`src/rtl/mesh_noc_pkg.sv`:
```
// mesh_noc_pkg: shared defaults, VC encoding and requester indices for the mesh router.
package mesh_noc_pkg;
   localparam int PACKET_WIDTH_DEF = 64;
   localparam int NUM_REQ_DEF = 4;
   localparam int VC_BIT = PACKET_WIDTH_DEF - 1;
   localparam int CW = 0;
   localparam int CCW = 1;
   localparam int VERT = 2;
   localparam int PE = 3;
   typedef enum logic {VC_EVEN = 1'b0, VC_ODD = 1'b1} vc_e;
endpackage

```
`src/rtl/output_port_arbiter_if.sv`:
```
// output_port_arbiter_if: requester side and downstream side of one router output port.
interface output_port_arbiter_if import mesh_noc_pkg::*; #(
   parameter int PACKET_WIDTH = PACKET_WIDTH_DEF,
   parameter int NUM_REQ = NUM_REQ_DEF
);
   logic polarity;
   logic [NUM_REQ-1:0] req;
   logic [NUM_REQ*PACKET_WIDTH-1:0] req_data;
   logic [NUM_REQ-1:0] grant;
   logic ro;
   logic so;
   logic [PACKET_WIDTH-1:0] do_data;
   modport slave (input polarity, req, req_data, ro, output grant, so, do_data);
   modport master (output polarity, req, req_data, ro, input grant, so, do_data);
endinterface

```
`src/rtl/rr_arbiter.sv`:
```
// rr_arbiter: combinational round-robin picker, first eligible index at or after ptr.
module rr_arbiter import mesh_noc_pkg::*; #(
   parameter int N = NUM_REQ_DEF,
   parameter int PW = N > 1 ? $clog2(N) : 1
) (
   input  logic [N-1:0]  elig,
   input  logic [PW-1:0] ptr,
   output logic [N-1:0]  gnt,
   output logic [PW-1:0] idx
);
   // scan from the farthest offset down so the closest eligible index wins
   always_comb begin
      gnt = '0;
      idx = '0;
      for (int k = N - 1; k >= 0; k--) begin
         if (elig[PW'((int'(ptr) + k) % N)]) begin
            idx = PW'((int'(ptr) + k) % N);
            gnt = N'(1) << idx;
         end
      end
   end
endmodule

```
`src/rtl/output_port_arbiter.sv`:
```
// output_port_arbiter: fills the internal-VC buffer from a round-robin winner
// while the external-VC buffer drains downstream; polarity swaps the roles.
module output_port_arbiter import mesh_noc_pkg::*; #(
   parameter int PACKET_WIDTH = PACKET_WIDTH_DEF,
   parameter int NUM_REQ = NUM_REQ_DEF
) (
   input logic clk,
   input logic reset,
   output_port_arbiter_if.slave bus
);
   localparam int PW = NUM_REQ > 1 ? $clog2(NUM_REQ) : 1;
   vc_e ivc, evc;
   logic [PACKET_WIDTH-1:0] pkt [NUM_REQ];
   logic [NUM_REQ-1:0] elig, arb_gnt;
   logic [PW-1:0] win;
   logic [PACKET_WIDTH-1:0] buf_q [2], buf_d [2];
   logic [1:0] full_q, full_d;
   logic [PW-1:0] rr_ptr_q [2], rr_ptr_d [2];
   logic so;
   assign ivc = vc_e'(bus.polarity);
   assign evc = vc_e'(~bus.polarity);
   for (genvar i = 0; i < NUM_REQ; i++) begin : g_req
      assign pkt[i] = bus.req_data[i*PACKET_WIDTH +: PACKET_WIDTH];
      assign elig[i] = bus.req[i] & (pkt[i][PACKET_WIDTH-1] == bus.polarity) & ~full_q[ivc];
   end
   rr_arbiter #(.N(NUM_REQ), .PW(PW)) u_rr (
      .elig(elig),
      .ptr(rr_ptr_q[ivc]),
      .gnt(arb_gnt),
      .idx(win)
   );
   // outputs are gated by reset so nothing escapes while the flags are held clear
   assign so = ~reset & full_q[evc] & bus.ro;
   assign bus.so = so;
   assign bus.grant = reset ? '0 : arb_gnt;
   assign bus.do_data = so ? buf_q[evc] : '0;
   always_comb begin
      buf_d = buf_q;
      full_d = full_q;
      rr_ptr_d = rr_ptr_q;
      if (|arb_gnt) begin
         buf_d[ivc] = pkt[win];
         full_d[ivc] = 1'b1;
         rr_ptr_d[ivc] = win == PW'(NUM_REQ - 1) ? '0 : win + PW'(1);
      end
      if (so) full_d[evc] = 1'b0;
   end
   always_ff @(posedge clk or posedge reset) begin
      if (reset) begin
         buf_q <= '{default: '0};
         full_q <= '0;
         rr_ptr_q <= '{default: '0};
      end else begin
         buf_q <= buf_d;
         full_q <= full_d;
         rr_ptr_q <= rr_ptr_d;
      end
   end
endmodule

```
`src/flat_wrapper.sv`:
```
// flat-port wrapper written by rule: the top's interface ports become plain ports
module output_port_arbiter_flat import mesh_noc_pkg::*;
#(
   parameter int PACKET_WIDTH = PACKET_WIDTH_DEF,
   parameter int NUM_REQ = NUM_REQ_DEF
)
  (clk, reset, bus_polarity, bus_req, bus_req_data, bus_ro, bus_grant, bus_so, bus_do_data);
  output_port_arbiter_if #(.PACKET_WIDTH(PACKET_WIDTH), .NUM_REQ(NUM_REQ)) bus_i ();
  input logic clk;
  input logic reset;
  input wire logic [$bits(bus_i.polarity)-1:0] bus_polarity;
  input wire logic [$bits(bus_i.req)-1:0] bus_req;
  input wire logic [$bits(bus_i.req_data)-1:0] bus_req_data;
  input wire logic [$bits(bus_i.ro)-1:0] bus_ro;
  output wire logic [$bits(bus_i.grant)-1:0] bus_grant;
  output wire logic [$bits(bus_i.so)-1:0] bus_so;
  output wire logic [$bits(bus_i.do_data)-1:0] bus_do_data;
  assign bus_i.polarity = bus_polarity;
  assign bus_i.req = bus_req;
  assign bus_i.req_data = bus_req_data;
  assign bus_i.ro = bus_ro;
  assign bus_grant = bus_i.grant;
  assign bus_so = bus_i.so;
  assign bus_do_data = bus_i.do_data;
  output_port_arbiter #(.PACKET_WIDTH(PACKET_WIDTH), .NUM_REQ(NUM_REQ)) u_core (.clk(clk), .reset(reset), .bus(bus_i));
endmodule
```
`config.mk`:
```
export PLATFORM = sky130hd
export DESIGN_NAME = output_port_arbiter_flat
export DESIGN_NICKNAME = d
export VERILOG_FILES = /design/src/rtl/mesh_noc_pkg.sv /design/src/rtl/output_port_arbiter_if.sv /design/src/rtl/rr_arbiter.sv /design/src/rtl/output_port_arbiter.sv /design/src/flat_wrapper.sv
export SDC_FILE = /design/constraint.sdc
export NUM_CORES = 1
export LEC_CHECK = 0
export CAP_MARGIN = 20
export CORE_MARGIN = 2
export CORE_UTILIZATION = 39
export CTS_CLUSTER_DIAMETER = 50
export DETAILED_ROUTE_END_ITERATION = 10
export PLACE_DENSITY = 0.77
export SLEW_MARGIN = 20
export SYNTH_ARGS = -nofsm -noshare
export SYNTH_HDL_FRONTEND = slang
export SYNTH_HIERARCHICAL = 1
export SYNTH_SLANG_ARGS = --single-unit
```
`constraint.sdc`:
```
create_clock -name clk -period 3.8 [get_ports clk]
set_clock_uncertainty 0.1 [all_clocks]
set_input_delay 0.38 -clock clk [delete_from_list [all_inputs] [get_ports clk]]
set_output_delay 0.38 -clock clk [all_outputs]
set_load 0.005 [all_outputs]
```
==> metrics <==
Worst R2R Start u_core/full_q[1]; most frequent cells in the layout clkdlybuf4s50_1, dfrtp_1, mux2_2; DRC viols 0; Max VDD drop between 0.0004 and 0.0005 V; Reg2Reg Setup Slack approximately 0.41 ns; post-synthesis cell type count 43; GR Util met1 0.2397; Pins Over Slew Limit 0; Final GP Congestion slightly below 0.9; vias in the first global route 6627; HP Start bus_polarity; Clock power frac 0.185; Worst Path Arrival approximately 3.2 ns; Initial DRC Count 214; initial antenna violation count 1; die area ~0.021 mm^2; Worst Hold End u_core/full_q[0]; Die H 145.8 um; #FFs+latches synth between 100 and 150; boundary pin count around 330; grt ovf 0; Gate Count Post-Synth around 530; post-DR wirelength/cell approximately 19 um; Tot Pwr 8668 uW; H-Tree Depth 4; storage element area roughly 0.0034 mm^2; achievable frequency 269.4 MHz; CTS sink count around 130; Worst-Margin Slew approximately 0.5 ns; leakage power just under 0.005 uW; Post-CTS Hold Buffers 0; Slew HR 0.6643; Power Dens Cells roughly 700 mW/mm^2; Die Width around 150 um; worst reg2reg path depth 12; # port buffers roughly 330; Setup Viol. Count Final 0; cell area after synthesis 0.007840 mm^2; root buf cell clkbuf_16; worst-path fanout max 7; Min Hold Slack between 0.15 and 0.2 ns; CTS Buf Count 17; layout cells sized above 1 0.3370; switching power between 2000 and 3000 uW; worst hold-check path type primary input to flip-flop; GRT Total Usage 0.2085; Pint between 5000 and 6000 uW; Comb power frac 0.518; fin crit share 0.9768; Flop pwr share 0.297; post-layout util 0.6358; Initial DRT Pass Iterations 4; MaxCap Viol Count 0; multi-input combinational cell area 0.004300 mm^2; clock latency on the worst-skew pair around 0.4 ns; outcome finished, final reports clean; CP Launch Type primary input; switching share of power 0.3112; Hold Crit Depth 2; Final ANT Viol Nets 0; CTS tree yes; FILL cells about 1500; Initial Util 0.4002; largest net degree at the start of global routing between 70 and 80; Final Hold Viols 0; Core Footprint approximately 0.020 mm^2; total length of routed wires around 22000 um; DP HPWL roughly 17000 um; warnings from Yosys 6; crit path kind primary input to output port; M3 GR Usage 0.06238; Vias per Instance between 5 and 6; net count after synthesis about 800; post-route minimum period around 3.7 ns; GR Util met2 0.3776; # nets final between 1000 and 1500; CP endpoint kind output port; Longest Clk Path Bufs 2; global-route wire length before repair between 30000 and 40000 um; Critical Path RT approximately 3.3 ns; Layout area overhead 58.87%; layer with the highest usage met2; post-synthesis sequential area ratio 0.4277; ant diodes 0; most common cell after layout, fill and taps aside clkdlybuf4s50_1; row count between 50 and 60; clock slew at the register clock pins of the worst setup and hold paths 0.05 ns; vias post-DR around 6200; Avg Cell Area, Syn 14.71 um^2; worst r2r dst u_core/buf_q[86]
cells in the mapped netlist:
library cell  number  area share
clkbuf_1          13      0.0062
mux2_1             1      0.0014
buf_4              2      0.0019
a31oi_1            3      0.0024
nand3_1            2      0.0013
or3b_2             1      0.0011
buf_2              9      0.0057
o21a_1             1     0.00096
mux4_1             1      0.0034
nor2_1             7      0.0034
a211o_2            1      0.0013
buf_1              7      0.0034
mux2i_1            3      0.0038
nand4_1            5      0.0040
buf_6             13       0.019
inv_1              6      0.0029
nand2b_1           3      0.0024
nor4_4             1      0.0027
o21ai_0            4      0.0026
o41ai_1            1      0.0011
and3_2             1     0.00096
a21oi_1            8      0.0051
clkbuf_2           1     0.00064
mux2_2           134        0.19
ha_1               9       0.014
a22oi_1            3      0.0029
dfrtp_1          134        0.43
mux4_2            65        0.19
or4_1              1     0.00096
o41ai_4            1      0.0035
o2bb2ai_1          1      0.0011
nand2_1            3      0.0014
o31ai_1            1     0.00096
nor3b_1            1     0.00096
o22ai_1            2      0.0016
a22o_1            64       0.071
a41oi_1            1      0.0011
nor2b_1           10      0.0080
and2b_2            1      0.0011
o211ai_1           1     0.00096
nor3_1             4      0.0026
nand3b_1           1     0.00096
a21o_1             2      0.0019
area by class of cell:
class,count,share of cell area
well taps,265,0.02662
flip-flops and latches,134,0.2693
clock inverters,10,0.009844
multi-input cells,348,0.3453
clock buffers,22,0.03727
repair buffers,382,0.3096
inverters,6,0.002109
flip-flops by register name, indices dropped and copies added (netlist names):
signal,flops
u_core/full_q,2
u_core/buf_q,128
u_core/rr_ptr_q,4
worst max-delay path, cell delays in order:
cell             delay (ns)
clkdlybuf4s50_1        0.51
nor3_1                 0.06
a21oi_1                0.17
nor2b_2                0.11
mux4_2                 0.50
or4_4                  0.53
a21o_1                 0.17
o211ai_1               0.13
nor2b_1                0.16
clkdlybuf4s50_1        0.51
layer usage:
layer  part of all wire  vias to the layer above
met3              0.068                       35
met5            0.00058                        -
met1               0.38                     3142
met2               0.54                      231
li1                   -                     2833
met4              0.018                        2
power groups by stage:
| stage | logic [uW] | registers, uW | clock network, uW |
|---|---|---|---|
| final | 4490 | 2570 | 1610 |
| after global routing | 4810 | 2670 | 1710 |
| after CTS | 4510 | 2570 | 1640 |
| after detailed placement | 4470 | 2590 | 0 |
| after global placement | 4380 | 2560 | 0 |
| after floorplan | 3080 | 2480 | 0 |
through the flow:
step / instance area, um^2 / TNS [ns] / worst slack [ns] / std cells
2_1_floorplan: 7856 / 0 / 0.02319 / 533
3_3_place_gp: 11800 / -29.12 / -0.2708 / 1133
3_5_place_dp: 11800 / -39.52 / -0.3385 / 1133
4_1_cts: 12420 / 0 / 0.06425 / 1166
5_1_grt: 12460 / -0.03445 / -0.03403 / 1167
6_report: 12460 / 0 / 0.08833 / 1167
how the worst max path moves through the flow:
stage / end / from / slack, ns
2_1_floorplan: u_core/buf_q[100] / bus_polarity / 0.02
3_3_place_gp: bus_grant[2] / bus_polarity / -0.27
3_5_place_dp: u_core/buf_q[44] / bus_polarity / -0.34
4_1_cts: bus_grant[0] / u_core/full_q[1] / 0.06
5_1_grt: bus_grant[2] / u_core/full_q[1] / -0.03
6_report: bus_grant[2] / bus_req_data[63] / 0.09
kinds of logic (layout without fill, tap and decap cells):
family                     Yosys count  count (layout)  synth area share
adders and majority gates            9               9           0.01436
DFF                                134             134            0.4277
buffers and inverters               51             420           0.03942
and+or+nand+nor                     41              41           0.03176
AOI/OAI and AO/OA                   94              94           0.09895
muxes                              204             204            0.3878
timing repair:
item / CTS / global route
setup endpoints to repair: 4 / 4
resized for setup: 5 / 11
endpoints found under the hold margin: 0 / 0
setup buffers: 1 / 1
cloned: 0 / 0
pin swaps: 1 / 0
No activity file was read; power rests on OpenSTA's default activity.
